--- src/rtl/dmem_arbiter_if.sv ---
// Bus interfaces around the data-memory arbiter: core MEM-stage port,
// accelerator load/store port and the shared memory port.
interface dmem_core_if #(
  parameter int unsigned ADDR_W = 32,
  parameter int unsigned DATA_W = 32
);
  logic              core_rd;
  logic              core_wr;
  logic [2:0]        core_func3;
  logic [ADDR_W-1:0] core_addr;
  logic [DATA_W-1:0] core_wdata;
  logic [DATA_W-1:0] core_rdata;
  logic              core_stall;

  modport master (output core_rd, core_wr, core_func3, core_addr, core_wdata,
                  input  core_rdata, core_stall);
  modport slave  (input  core_rd, core_wr, core_func3, core_addr, core_wdata,
                  output core_rdata, core_stall);
endinterface

interface dmem_acc_if #(
  parameter int unsigned ADDR_W = 32,
  parameter int unsigned DATA_W = 32
);
  logic              acc_req_valid;
  logic              acc_req_we;
  logic [ADDR_W-1:0] acc_addr;
  logic [DATA_W-1:0] acc_wdata;
  logic              acc_req_ready;
  logic              acc_rsp_valid;
  logic [DATA_W-1:0] acc_rdata;

  modport master (output acc_req_valid, acc_req_we, acc_addr, acc_wdata,
                  input  acc_req_ready, acc_rsp_valid, acc_rdata);
  modport slave  (input  acc_req_valid, acc_req_we, acc_addr, acc_wdata,
                  output acc_req_ready, acc_rsp_valid, acc_rdata);
endinterface

interface dmem_mem_if #(
  parameter int unsigned ADDR_W = 32,
  parameter int unsigned DATA_W = 32
);
  logic              mem_req_valid;
  logic              mem_req_ready;
  logic              mem_we;
  logic [2:0]        mem_func3;
  logic [ADDR_W-1:0] mem_addr;
  logic [DATA_W-1:0] mem_wdata;
  logic              mem_rsp_valid;
  logic [DATA_W-1:0] mem_rdata;

  modport master (output mem_req_valid, mem_we, mem_func3, mem_addr, mem_wdata,
                  input  mem_req_ready, mem_rsp_valid, mem_rdata);
  modport slave  (input  mem_req_valid, mem_we, mem_func3, mem_addr, mem_wdata,
                  output mem_req_ready, mem_rsp_valid, mem_rdata);
endinterface

--- src/rtl/dmem_arbiter.sv ---
// Shares the data-memory port between the core MEM stage (priority) and the
// GEMM accelerator load/store engine, one outstanding transaction at a time.
module dmem_arbiter #(
  parameter int unsigned ADDR_W       = 32,
  parameter int unsigned DATA_W       = 32,
  parameter int unsigned STARVE_LIMIT = 4
) (
  input  logic       clk,
  input  logic       reset,
  dmem_core_if.slave core,
  dmem_acc_if.slave  acc,
  dmem_mem_if.master mem
);

  localparam int unsigned CNT_W      = 4;
  localparam logic [2:0]  FUNC3_WORD = 3'b010;

  typedef enum logic [1:0] {
    S_IDLE  = 2'd0,
    S_ISSUE = 2'd1,
    S_WAIT  = 2'd2
  } state_e;

  state_e            state_q, state_d;
  logic              owner_acc_q, owner_acc_d;
  logic              we_q, we_d;
  logic [2:0]        func3_q, func3_d;
  logic [ADDR_W-1:0] addr_q, addr_d;
  logic [DATA_W-1:0] wdata_q, wdata_d;
  logic [CNT_W-1:0]  starve_q, starve_d;

  logic core_req;
  logic starved;
  logic grant_acc;
  logic grant_core;
  logic rsp_hit;

  // Arbitration is only live in IDLE; the starved accelerator overrides the core.
  assign core_req   = core.core_rd | core.core_wr;
  assign starved    = (starve_q == CNT_W'(STARVE_LIMIT));
  assign grant_acc  = (state_q == S_IDLE) & acc.acc_req_valid & (~core_req | starved);
  assign grant_core = (state_q == S_IDLE) & core_req & ~grant_acc;
  assign rsp_hit    = (state_q == S_WAIT) & mem.mem_rsp_valid;

  // State register
  always_ff @(posedge clk or negedge reset) begin
    if (!reset) begin
      state_q <= S_IDLE;
    end else begin
      state_q <= state_d;
    end
  end

  // Next-state logic
  always_comb begin
    state_d = state_q;
    unique case (state_q)
      S_IDLE:  if (grant_acc || grant_core) state_d = S_ISSUE;
      S_ISSUE: if (mem.mem_req_ready)       state_d = S_WAIT;
      S_WAIT:  if (mem.mem_rsp_valid)       state_d = S_IDLE;
      default: state_d = S_IDLE;
    endcase
  end

  // Output logic; the request side is driven purely from captured registers.
  always_comb begin
    mem.mem_req_valid = (state_q == S_ISSUE);
    mem.mem_we        = we_q;
    mem.mem_func3     = func3_q;
    mem.mem_addr      = addr_q;
    mem.mem_wdata     = wdata_q;
    core.core_stall   = core_req & ~(rsp_hit & ~owner_acc_q);
    core.core_rdata   = mem.mem_rdata;
    acc.acc_req_ready = grant_acc & reset;
    acc.acc_rsp_valid = rsp_hit & owner_acc_q;
    acc.acc_rdata     = mem.mem_rdata;
  end

  // Winner capture and starvation counter update
  always_comb begin
    owner_acc_d = owner_acc_q;
    we_d        = we_q;
    func3_d     = func3_q;
    addr_d      = addr_q;
    wdata_d     = wdata_q;
    starve_d    = starve_q;
    if (grant_acc) begin
      owner_acc_d = 1'b1;
      we_d        = acc.acc_req_we;
      func3_d     = FUNC3_WORD;
      addr_d      = acc.acc_addr;
      wdata_d     = acc.acc_wdata;
      starve_d    = '0;
    end else if (grant_core) begin
      owner_acc_d = 1'b0;
      we_d        = core.core_wr;
      func3_d     = core.core_func3;
      addr_d      = core.core_addr;
      wdata_d     = core.core_wdata;
      if (acc.acc_req_valid && !starved) starve_d = starve_q + CNT_W'(1);
    end
  end

  always_ff @(posedge clk or negedge reset) begin
    if (!reset) begin
      owner_acc_q <= 1'b0;
      we_q        <= 1'b0;
      func3_q     <= '0;
      addr_q      <= '0;
      wdata_q     <= '0;
      starve_q    <= '0;
    end else begin
      owner_acc_q <= owner_acc_d;
      we_q        <= we_d;
      func3_q     <= func3_d;
      addr_q      <= addr_d;
      wdata_q     <= wdata_d;
      starve_q    <= starve_d;
    end
  end

endmodule

--- src/flat_wrapper.sv ---
// flat-port wrapper written by rule: the top's interface ports become plain ports
module dmem_arbiter_flat 
#(
  parameter int unsigned ADDR_W       = 32,
  parameter int unsigned DATA_W       = 32,
  parameter int unsigned STARVE_LIMIT = 4
)
  (clk, reset, core_core_rd, core_core_wr, core_core_func3, core_core_addr, core_core_wdata, core_core_rdata, core_core_stall, acc_acc_req_valid, acc_acc_req_we, acc_acc_addr, acc_acc_wdata, acc_acc_req_ready, acc_acc_rsp_valid, acc_acc_rdata, mem_mem_req_valid, mem_mem_we, mem_mem_func3, mem_mem_addr, mem_mem_wdata, mem_mem_req_ready, mem_mem_rsp_valid, mem_mem_rdata);
  dmem_core_if #(.ADDR_W(ADDR_W), .DATA_W(DATA_W)) core_i ();
  dmem_acc_if #(.ADDR_W(ADDR_W), .DATA_W(DATA_W)) acc_i ();
  dmem_mem_if #(.ADDR_W(ADDR_W), .DATA_W(DATA_W)) mem_i ();
  input  logic clk;
  input  logic reset;
  input wire logic [$bits(core_i.core_rd)-1:0] core_core_rd;
  input wire logic [$bits(core_i.core_wr)-1:0] core_core_wr;
  input wire logic [$bits(core_i.core_func3)-1:0] core_core_func3;
  input wire logic [$bits(core_i.core_addr)-1:0] core_core_addr;
  input wire logic [$bits(core_i.core_wdata)-1:0] core_core_wdata;
  output wire logic [$bits(core_i.core_rdata)-1:0] core_core_rdata;
  output wire logic [$bits(core_i.core_stall)-1:0] core_core_stall;
  input wire logic [$bits(acc_i.acc_req_valid)-1:0] acc_acc_req_valid;
  input wire logic [$bits(acc_i.acc_req_we)-1:0] acc_acc_req_we;
  input wire logic [$bits(acc_i.acc_addr)-1:0] acc_acc_addr;
  input wire logic [$bits(acc_i.acc_wdata)-1:0] acc_acc_wdata;
  output wire logic [$bits(acc_i.acc_req_ready)-1:0] acc_acc_req_ready;
  output wire logic [$bits(acc_i.acc_rsp_valid)-1:0] acc_acc_rsp_valid;
  output wire logic [$bits(acc_i.acc_rdata)-1:0] acc_acc_rdata;
  output wire logic [$bits(mem_i.mem_req_valid)-1:0] mem_mem_req_valid;
  output wire logic [$bits(mem_i.mem_we)-1:0] mem_mem_we;
  output wire logic [$bits(mem_i.mem_func3)-1:0] mem_mem_func3;
  output wire logic [$bits(mem_i.mem_addr)-1:0] mem_mem_addr;
  output wire logic [$bits(mem_i.mem_wdata)-1:0] mem_mem_wdata;
  input wire logic [$bits(mem_i.mem_req_ready)-1:0] mem_mem_req_ready;
  input wire logic [$bits(mem_i.mem_rsp_valid)-1:0] mem_mem_rsp_valid;
  input wire logic [$bits(mem_i.mem_rdata)-1:0] mem_mem_rdata;
  assign core_i.core_rd = core_core_rd;
  assign core_i.core_wr = core_core_wr;
  assign core_i.core_func3 = core_core_func3;
  assign core_i.core_addr = core_core_addr;
  assign core_i.core_wdata = core_core_wdata;
  assign core_core_rdata = core_i.core_rdata;
  assign core_core_stall = core_i.core_stall;
  assign acc_i.acc_req_valid = acc_acc_req_valid;
  assign acc_i.acc_req_we = acc_acc_req_we;
  assign acc_i.acc_addr = acc_acc_addr;
  assign acc_i.acc_wdata = acc_acc_wdata;
  assign acc_acc_req_ready = acc_i.acc_req_ready;
  assign acc_acc_rsp_valid = acc_i.acc_rsp_valid;
  assign acc_acc_rdata = acc_i.acc_rdata;
  assign mem_mem_req_valid = mem_i.mem_req_valid;
  assign mem_mem_we = mem_i.mem_we;
  assign mem_mem_func3 = mem_i.mem_func3;
  assign mem_mem_addr = mem_i.mem_addr;
  assign mem_mem_wdata = mem_i.mem_wdata;
  assign mem_i.mem_req_ready = mem_mem_req_ready;
  assign mem_i.mem_rsp_valid = mem_mem_rsp_valid;
  assign mem_i.mem_rdata = mem_mem_rdata;
  dmem_arbiter #(.ADDR_W(ADDR_W), .DATA_W(DATA_W), .STARVE_LIMIT(STARVE_LIMIT)) u_core (.clk(clk), .reset(reset), .core(core_i), .acc(acc_i), .mem(mem_i));
endmodule
--- config.mk ---
export PLATFORM = sky130hd
export DESIGN_NAME = dmem_arbiter_flat
export DESIGN_NICKNAME = d
export VERILOG_FILES = /design/src/rtl/dmem_arbiter_if.sv /design/src/rtl/dmem_arbiter.sv /design/src/flat_wrapper.sv
export SDC_FILE = /design/constraint.sdc
export NUM_CORES = 1
export LEC_CHECK = 0
export CORE_ASPECT_RATIO = 0.6
export CORE_UTILIZATION = 36
export CTS_CLUSTER_DIAMETER = 100
export DETAILED_ROUTE_END_ITERATION = 6
export PLACE_DENSITY = 0.81
export SLEW_MARGIN = 5
export SYNTH_ARGS = -nofsm -noshare
export SYNTH_HDL_FRONTEND = slang
export SYNTH_SLANG_ARGS = --single-unit
--- constraint.sdc ---
create_clock -name clk -period 1.9 [get_ports clk]
set_clock_uncertainty 0.1 [all_clocks]
set_input_delay 0.19 -clock clk [delete_from_list [all_inputs] [get_ports clk]]
set_output_delay 0.19 -clock clk [all_outputs]
set_load 0.02 [all_outputs]
==> metrics.md, run 1 <==
| Metric | Value |
|---|---|
| Total chip power | `10.0 mW` |
| DR DRC count | `0` |
| Worst hold path type | `in2async` |
| Average wire per standard cell | `18.5 µm` |
| Core footprint | `about 12000 µm²` |
| TritonCTS clock tree | `built` |
| CP max-delay cell | `dfrtp_1` |
| Crit-path max FO | `2` |
| FMAX | `around 540 MHz` |
| Leak Pwr | `2.73 nW` |
| Total die area | `between 10000 and 15000 µm²` |
| Crit. End Element | `primary output` |
| Sw Ratio | `between 40% and 50%` |
| First-pass GRT wire length | `23.2 mm` |
| DR pass1 iterations | `5` |
| Total gr overflow | `0` |
| Antenna violation net count after detailed routing | `0` |
| Clk_lat worst skew | `around 0.33 ns` |
| Post-DP HPWL | `10.4 mm` |
| Largest net degree at the start of global routing | `76` |
| Worst-margin pin slew | `0.951 ns` |
| Worst slew margin | `36.6%` |
| Placed Cells | `784` |
| Utilization after layout | `55.3%` |
| Clock power frac | `17.1%` |
| I/O pin count | `307` |
| Post-Synthesis Cells | `499` |
| Share of layout cells above drive strength 1 | `9.12%` |
| Dominant cells by area after synthesis | `dfrtp_1, o2111ai_1, buf_4` |
| Pint | `6.01 mW` |
| Xor/xnor share of the synthesized area | `0%` |
| Simple-gate share of the synthesized area | `about 4%` |
| Post-layout minimum cycle time | `1.86 ns` |
| Status | `complete, no violations` |
| Synth Area in Adders | `0.547%` |
| H-tree levels | `3` |
| Initial core utilization | `a little under two fifths` |
| Vias | `4525` |
| Synthesized area | `4570 µm²` |
| Gr usage total | `22.5%` |
| DP Area | `6410 µm²` |
| Final Max Tran Viols | `0` |
| Worst path cell trace | `inv_2 -> ha_4 -> nand3b_1 -> a21oi_2 -> and2_4 -> buf_6` |
| Port-buffer cells | `210` |
| Die height | `89.3 µm` |
| Post-synthesis mux area share | `0%` |
| Netlist cell types | `38` |
| Yosys warns | `0` |
| Final hold slack | `0.00456 ns` |
| Final hold vios | `0` |
| Largest family of logic cells by synthesized area | `compound AO/OA/AOI/OAI gates` |
| DIE WIDTH | `148 µm` |
| RSZ-0062 raised after global routing | `yes` |
| Root buf cell | `clkbuf_16` |
| Drt total wl | `14.8 mm` |
| Vias/cell | `5.65` |
| Finished Layout Cells | `801` |
| Sequential share of the synthesized area | `41.0%` |
| Initial DRC count | `332` |
| Period utilization | `98.0%` |
| Num CTS Buffers | `9` |
| Worst VDD drop | `approximately 0.84 mV` |
| Yosys reg bits | `75` |
| Worst reg2reg startpoint | `u_core.starve_q[0]` |
| Final worst slack | `0.0377 ns` |
| CTS Sinks | `75` |
| CP startpoint | `u_core.starve_q[0]` |
| Arr. time, crit path | `1.57 ns` |
| Startpoint types | `flip-flop` |
| Net load switching power | `approximately 4 mW` |
| Via count of the first global-routing pass | `4431` |
| Max cap viols | `0` |
| Synth Net Count | `672` |
| CTS max path bufs | `2` |
| Compound-Gate Fraction of Synth Area | `32.7%` |
| Logic gate share of total power | `roughly 55%` |
| Area growth syn-to-layout | `47.6%` |
| Reg power frac | `28.2%` |
| Power Dens Cells | `1480 nW/µm²` |
| Worst-path clk slew | `0.06 ns` |
| CP required | `1.61 ns` |
| Post-route cell area | `6750 µm²` |
| R2r setup slk | `0.05 ns` |
| Final setup viols | `0` |
| WS Path Type | `reg2out` |
| Syn_area_per_cell | `about 9.2 µm²` |
| Post-Place Worst Slack | `-0.381 ns` |
| Post-synth top area cell | `dfrtp_1` |
| Max incr delay on CP | `0.39 ns` |
| GP Congestion | `0.863` |
| Fin nets | `805` |
| Antenna violations before repair | `0` |
| Antenna diode count | `0` |
| # rows | `31` |
| Top cell type's share of synthesized area | `41.0%` |
| Setup TNS | `0 ns` |
## worst paths after layout
| path | endpoint | depth (start not counted) |
|---|---|---|
| setup / recovery | acc_acc_req_ready | 6 |
| hold / removal | u_core.mem.mem_func3[2] | 2 |
| setup reg to reg | u_core.mem.mem_wdata[15] | 7 |
| hold reg to reg | u_core.owner_acc_q | 1 |
| max in group asynchronous | u_core.mem.mem_wdata[20] | 2 |
| min in group clk | acc_acc_rdata[17] | 0 |
## Yosys cell counts
cell type,instances
a22o_1,1
nand3_1,6
or3b_2,1
nor2_2,1
a21oi_2,1
buf_2,10
and2_1,1
o21ai_2,1
nand4_1,1
nor3b_1,1
o211ai_2,1
inv_1,66
buf_4,67
o211ai_1,64
nor3b_4,1
o31ai_1,1
buf_6,7
nor3_1,3
and3b_1,1
nand2b_1,3
o21ai_0,68
o2111ai_1,64
nor2_1,4
a2bb2oi_1,1
or2_1,2
ha_1,2
nand2_1,3
dfrtp_1,75
clkbuf_1,30
buf_1,1
a21o_1,1
or3_1,1
a21oi_1,1
o2bb2ai_1,3
inv_2,1
nand3b_1,1
a31oi_1,2
o22ai_1,1
## cell families after synthesis
group,Yosys count
buffers and inverters,182
AO/OA/AOI/OAI,210
flip-flops,75
adder cells (fa/ha/maj),2
AND/OR/NAND/NOR,30
## power by group through the flow
stage          Clock [mW]  Combinational [mW]  Sequential [mW]
2_1_floorplan           0                2.23             3.64
3_3_place_gp            0                5.26             2.78
3_5_place_dp            0                5.43             2.83
4_1_cts              1.77                5.43             2.82
5_1_grt              1.84                5.90             2.91
6_report             1.71                5.48             2.82
## critical path: cells and delay by family (launching register included)
family                     cells  cell delay [ns]
DFF                            1             0.39
AOI/OAI and AO/OA              1             0.20
adders and majority gates      1             0.13
and+or+nand+nor                2             0.34
buffers and inverters          2             0.19
## registers in the layout (all words and copies together) (netlist names)
name,cells
u_core.starve_q,4
u_core.mem.mem_func3,3
u_core.mem.mem_we,1
u_core.mem.mem_addr,32
u_core.owner_acc_q,1
u_core.mem.mem_wdata,32
u_core.state_q,2
## cell usage in the layout, fill, tap and decap left out, drive strengths merged, types with 2 or more instances in the layout
cell,synthesis,routed
a21oi,2,2
a31oi,2,2
buf,85,29
clkbuf,30,11
clkdlybuf4s50,0,205
clkinvlp,0,2
dfrtp,75,75
dlygate4sd2,0,3
ha,2,2
inv,67,67
nand2,3,3
nand2b,3,3
nand3,6,6
nor2,5,5
nor3,3,3
nor3b,2,2
o2111ai,64,64
o211ai,65,65
o21ai,69,69
o2bb2ai,3,3
or2,2,2
## final cells by class
| cell class | count | area (µm²) |
|---|---|---|
| flip-flops and latches | 75 | 1880 |
| repair buffers | 237 | 2380 |
| well taps | 165 | 206 |
| clock inverters | 4 | 50.0 |
| fillers | 1047 | 5470 |
| inverters | 67 | 251 |
| multi-input cells | 242 | 1730 |
| clock buffers | 11 | 253 |
## timing repair
| item | in CTS | in global routing |
|---|---|---|
| pin swaps | 0 | 2 |
| endpoints found under the hold margin | 0 | 0 |
| setup endpoints to repair | 4 | 41 |
| buffers inserted | 0 | 2 |
| hold buffers | 0 | 0 |
| gates resized for setup | 8 | 9 |
## metal layers
metal	GRT usage [%]	part of all wire, %	up-vias
met3	8.16	10	17
met2	35.6	45	278
met1	29.3	44	2199
met4	6.28	0.87	0
met5	0	0	-
li1	-	-	2031
Power figures use the tool's default switching activity.
==> inputs of run 2 (changes only) <==
--- a/config.mk
+++ b/config.mk
@@ -5,11 +5,14 @@
 export SDC_FILE = /design/constraint.sdc
 export NUM_CORES = 1
 export LEC_CHECK = 0
+export ABC_CLOCK_PERIOD_IN_PS = 2200
+export CELL_PAD_IN_SITES_DETAIL_PLACEMENT = 1
+export CELL_PAD_IN_SITES_GLOBAL_PLACEMENT = 2
 export CORE_ASPECT_RATIO = 0.6
-export CORE_UTILIZATION = 36
+export CORE_UTILIZATION = 21
 export CTS_CLUSTER_DIAMETER = 100
 export DETAILED_ROUTE_END_ITERATION = 6
-export PLACE_DENSITY = 0.81
+export PLACE_DENSITY_LB_ADDON = 0.1
 export SLEW_MARGIN = 5
 export SYNTH_ARGS = -nofsm -noshare
 export SYNTH_HDL_FRONTEND = slang
==> constraint.sdc (replaced) <==
create_clock -name clk -period 2.2 [get_ports clk]
set_clock_uncertainty 0.1 [all_clocks]
set_input_delay 0.22 -clock clk [delete_from_list [all_inputs] [get_ports clk]]
set_output_delay 0.22 -clock clk [all_outputs]
set_load 0.02 [all_outputs]
==> metrics.md, run 2 (synthesis results as in run 1) <==
| Metric | Value |
|---|---|
| Max cap viols | `0 (unchanged)` |
| Worst-path clk slew | `0.06 ns (about the same)` |
| Fin nets | `803 (-0.25%)` |
| Worst hold path type | `in2async` |
| Most common cell after layout, fill and taps aside | `clkdlybuf4s50_1` |
| Final hold vios | `0 (unchanged)` |
| Worst slew margin | `44.1% (+7.5 points)` |
| RSZ-0062 raised after global routing | `no` |
| Area growth syn-to-layout | `51.5%` |
| Total chip power | `9.13 mW (-8.9%)` |
| DR pass1 iterations | `6 (+1)` |
| Clk_lat worst skew | `0.34 ns (about the same)` |
| First-pass GRT wire length | `29.0 mm (+25%)` |
| Total gr overflow | `0 (unchanged)` |
| Drt total wl | `18.7 mm (+27%)` |
| Arr. time, crit path | `1.78 ns (+0.21 ns)` |
| CTS Sinks | `75 (unchanged)` |
| Startpoint types | `flip-flop` |
| # rows | `41 (+32%)` |
| I/O pin count | `307 (unchanged)` |
| Post-DP HPWL | `12.7 mm (+22%)` |
| Vias | `4413 (-2.5%)` |
| H-tree levels | `3 (unchanged)` |
| Power Dens Cells | `1320 nW/µm² (-11%)` |
| TritonCTS clock tree | `built` |
| Largest net degree at the start of global routing | `76 (unchanged)` |
| CTS max path bufs | `2 (unchanged)` |
| Final Max Tran Viols | `0 (unchanged)` |
| Setup TNS | `0 ns (unchanged)` |
| Post-layout minimum cycle time | `2.10 ns` |
| Crit-path max FO | `6 (+4)` |
| Num CTS Buffers | `9 (unchanged)` |
| Final setup viols | `0 (unchanged)` |
| Gr usage total | `17.2% (-5.3 points)` |
| DP Area | `6550 µm² (+2.1%)` |
| Initial DRC count | `258 (-22%)` |
| Total die area | `22400 µm² (+70%)` |
| Port-buffer cells | `210 (unchanged)` |
| Finished Layout Cells | `914 (+14%)` |
| CP required | `1.88 ns (+0.27 ns)` |
| Antenna violation net count after detailed routing | `0 (unchanged)` |
| DIE WIDTH | `193 µm (+31%)` |
| Share of layout cells above drive strength 1 | `8.03% (-1.1 points)` |
| Violated checks | `DRC` |
| GP Congestion | `0.732 (-15%)` |
| Post-route cell area | `6930 µm² (+2.6%)` |
| Placed Cells | `897 (+14%)` |
| Die height | `116 µm (+30%)` |
| Antenna violations before repair | `0 (unchanged)` |
| WS Path Type | `reg2out` |
| Most frequent cells in the layout | `clkdlybuf4s50_1, dfrtp_1, o21ai_0, inv_1` |
| FMAX | `477 MHz` |
| Leak Pwr | `2.75 nW (+0.67%)` |
| Via count of the first global-routing pass | `4746 (+7.1%)` |
| Period utilization | `95.3%` |
| Core footprint | `21200 µm² (+73%)` |
| Root buf cell | `clkbuf_16` |
| Status | `complete, but fails checks` |
| Average wire per standard cell | `20.5 µm (+11%)` |
| Worst VDD drop | `0.394 mV (-53%)` |
| Antenna diode count | `0 (unchanged)` |
| Worst-margin pin slew | `0.838 ns (-0.113 ns)` |
| Crit. End Element | `primary output` |
| Vias/cell | `4.83 (-15%)` |
| Initial core utilization | `21.6% (-16 points)` |
| DR DRC count | `35 (+35)` |
==> run 2: cell count changes in the layout (fill, tap and decap cells not counted), moves of 2 or more <==
cell	previous run	this run
clkinvlp_4	2	0
inv_2	3	1
inv_1	64	66
bufinv_16	1	4
dlygate4sd2_1	3	1
clkdlybuf4s50_1	205	207
buf_4	21	18
==> run 2: critical path, cell delays in order, from the launching register on <==
cell and delay (ns):
dfrtp_1 0.38, buf_4 0.17, nand2_1 0.08, nor3_1 0.05, nor2_1 0.13, clkdlybuf4s50_1 0.63
==> run 2: cell type report <==
type | instances | area (µm²)
inverters | 67 | 251
well taps | 279 | 349
clock inverters | 4 | 120
fillers | 2416 | 14300
multi-input cells | 242 | 1720
clock buffers | 12 | 256
repair buffers | 235 | 2360
flip-flops and latches | 75 | 1880
==> run 2: power by group <==
group | leakage, nW | total (mW) | internal (mW) | switching, mW
clock | 0.183 | 1.90 | 1.29 | 0.615
combinational | 1.64 | 4.81 | 2.18 | 2.63
sequential | 0.925 | 2.42 | 2.06 | 0.359
total | 2.75 | 9.13 | 5.52 | 3.60
==> run 2: layer usage <==
metal,wire (µm),GRT usage (%),up-vias
met5,0,0,-
met4,134,3.78,0
met3,1630,5.98,13
met2,7970,25.3,169
met1,9010,24.1,2205
li1,-,-,2026
==> run 2: per-stage QoR <==
stage	util (%)	worst slack [ns]	hold WS (ns)
2_1_floorplan	-	0.505	-0.176
3_3_place_gp	30.9	-0.165	0.231
3_5_place_dp	30.9	-0.224	0.224
4_1_cts	32.7	0.00487	0.339
5_1_grt	32.7	0.0146	0.340
6_report	32.7	0.104	0.305
==> run 2: timing repair <==
item | 4_1_cts | 5_1_grt
setup endpoints to repair | 2 | 2
setup buffers | 0 | 0
endpoints found under the hold margin | 75 | 0
pin swaps | 0 | 0
gates resized for setup | 3 | 2
hold buffers | 1 | 0
==> run 2: path summary, 6_finish.rpt <==
| kind | from | to | cells after the start | slack (ns) |
|---|---|---|---|---|
| hold / removal | reset | u_core.mem.mem_addr[22] | 3 | 0.30 |
| setup / recovery | u_core.state_q[1] | core_core_stall | 5 | 0.10 |
| setup reg to reg | u_core.starve_q[1] | u_core.mem.mem_wdata[13] | 7 | 0.30 |
| min in group clk | mem_mem_rdata[23] | acc_acc_rdata[23] | 0 | 0.34 |
| max in group asynchronous | reset | u_core.mem.mem_addr[6] | 3 | 1.24 |
| hold reg to reg | u_core.owner_acc_q | u_core.owner_acc_q | 1 | 0.41 |
==> inputs of run 3 (changes only) <==
--- a/config.mk
+++ b/config.mk
@@ -12,6 +12,7 @@
 export CORE_UTILIZATION = 21
 export CTS_CLUSTER_DIAMETER = 100
 export DETAILED_ROUTE_END_ITERATION = 6
+export HOLD_SLACK_MARGIN = 0.06
 export PLACE_DENSITY_LB_ADDON = 0.1
 export SLEW_MARGIN = 5
 export SYNTH_ARGS = -nofsm -noshare
==> results of run 3 <==
The final DEF is identical to that of run 2; final timing and power are the same.
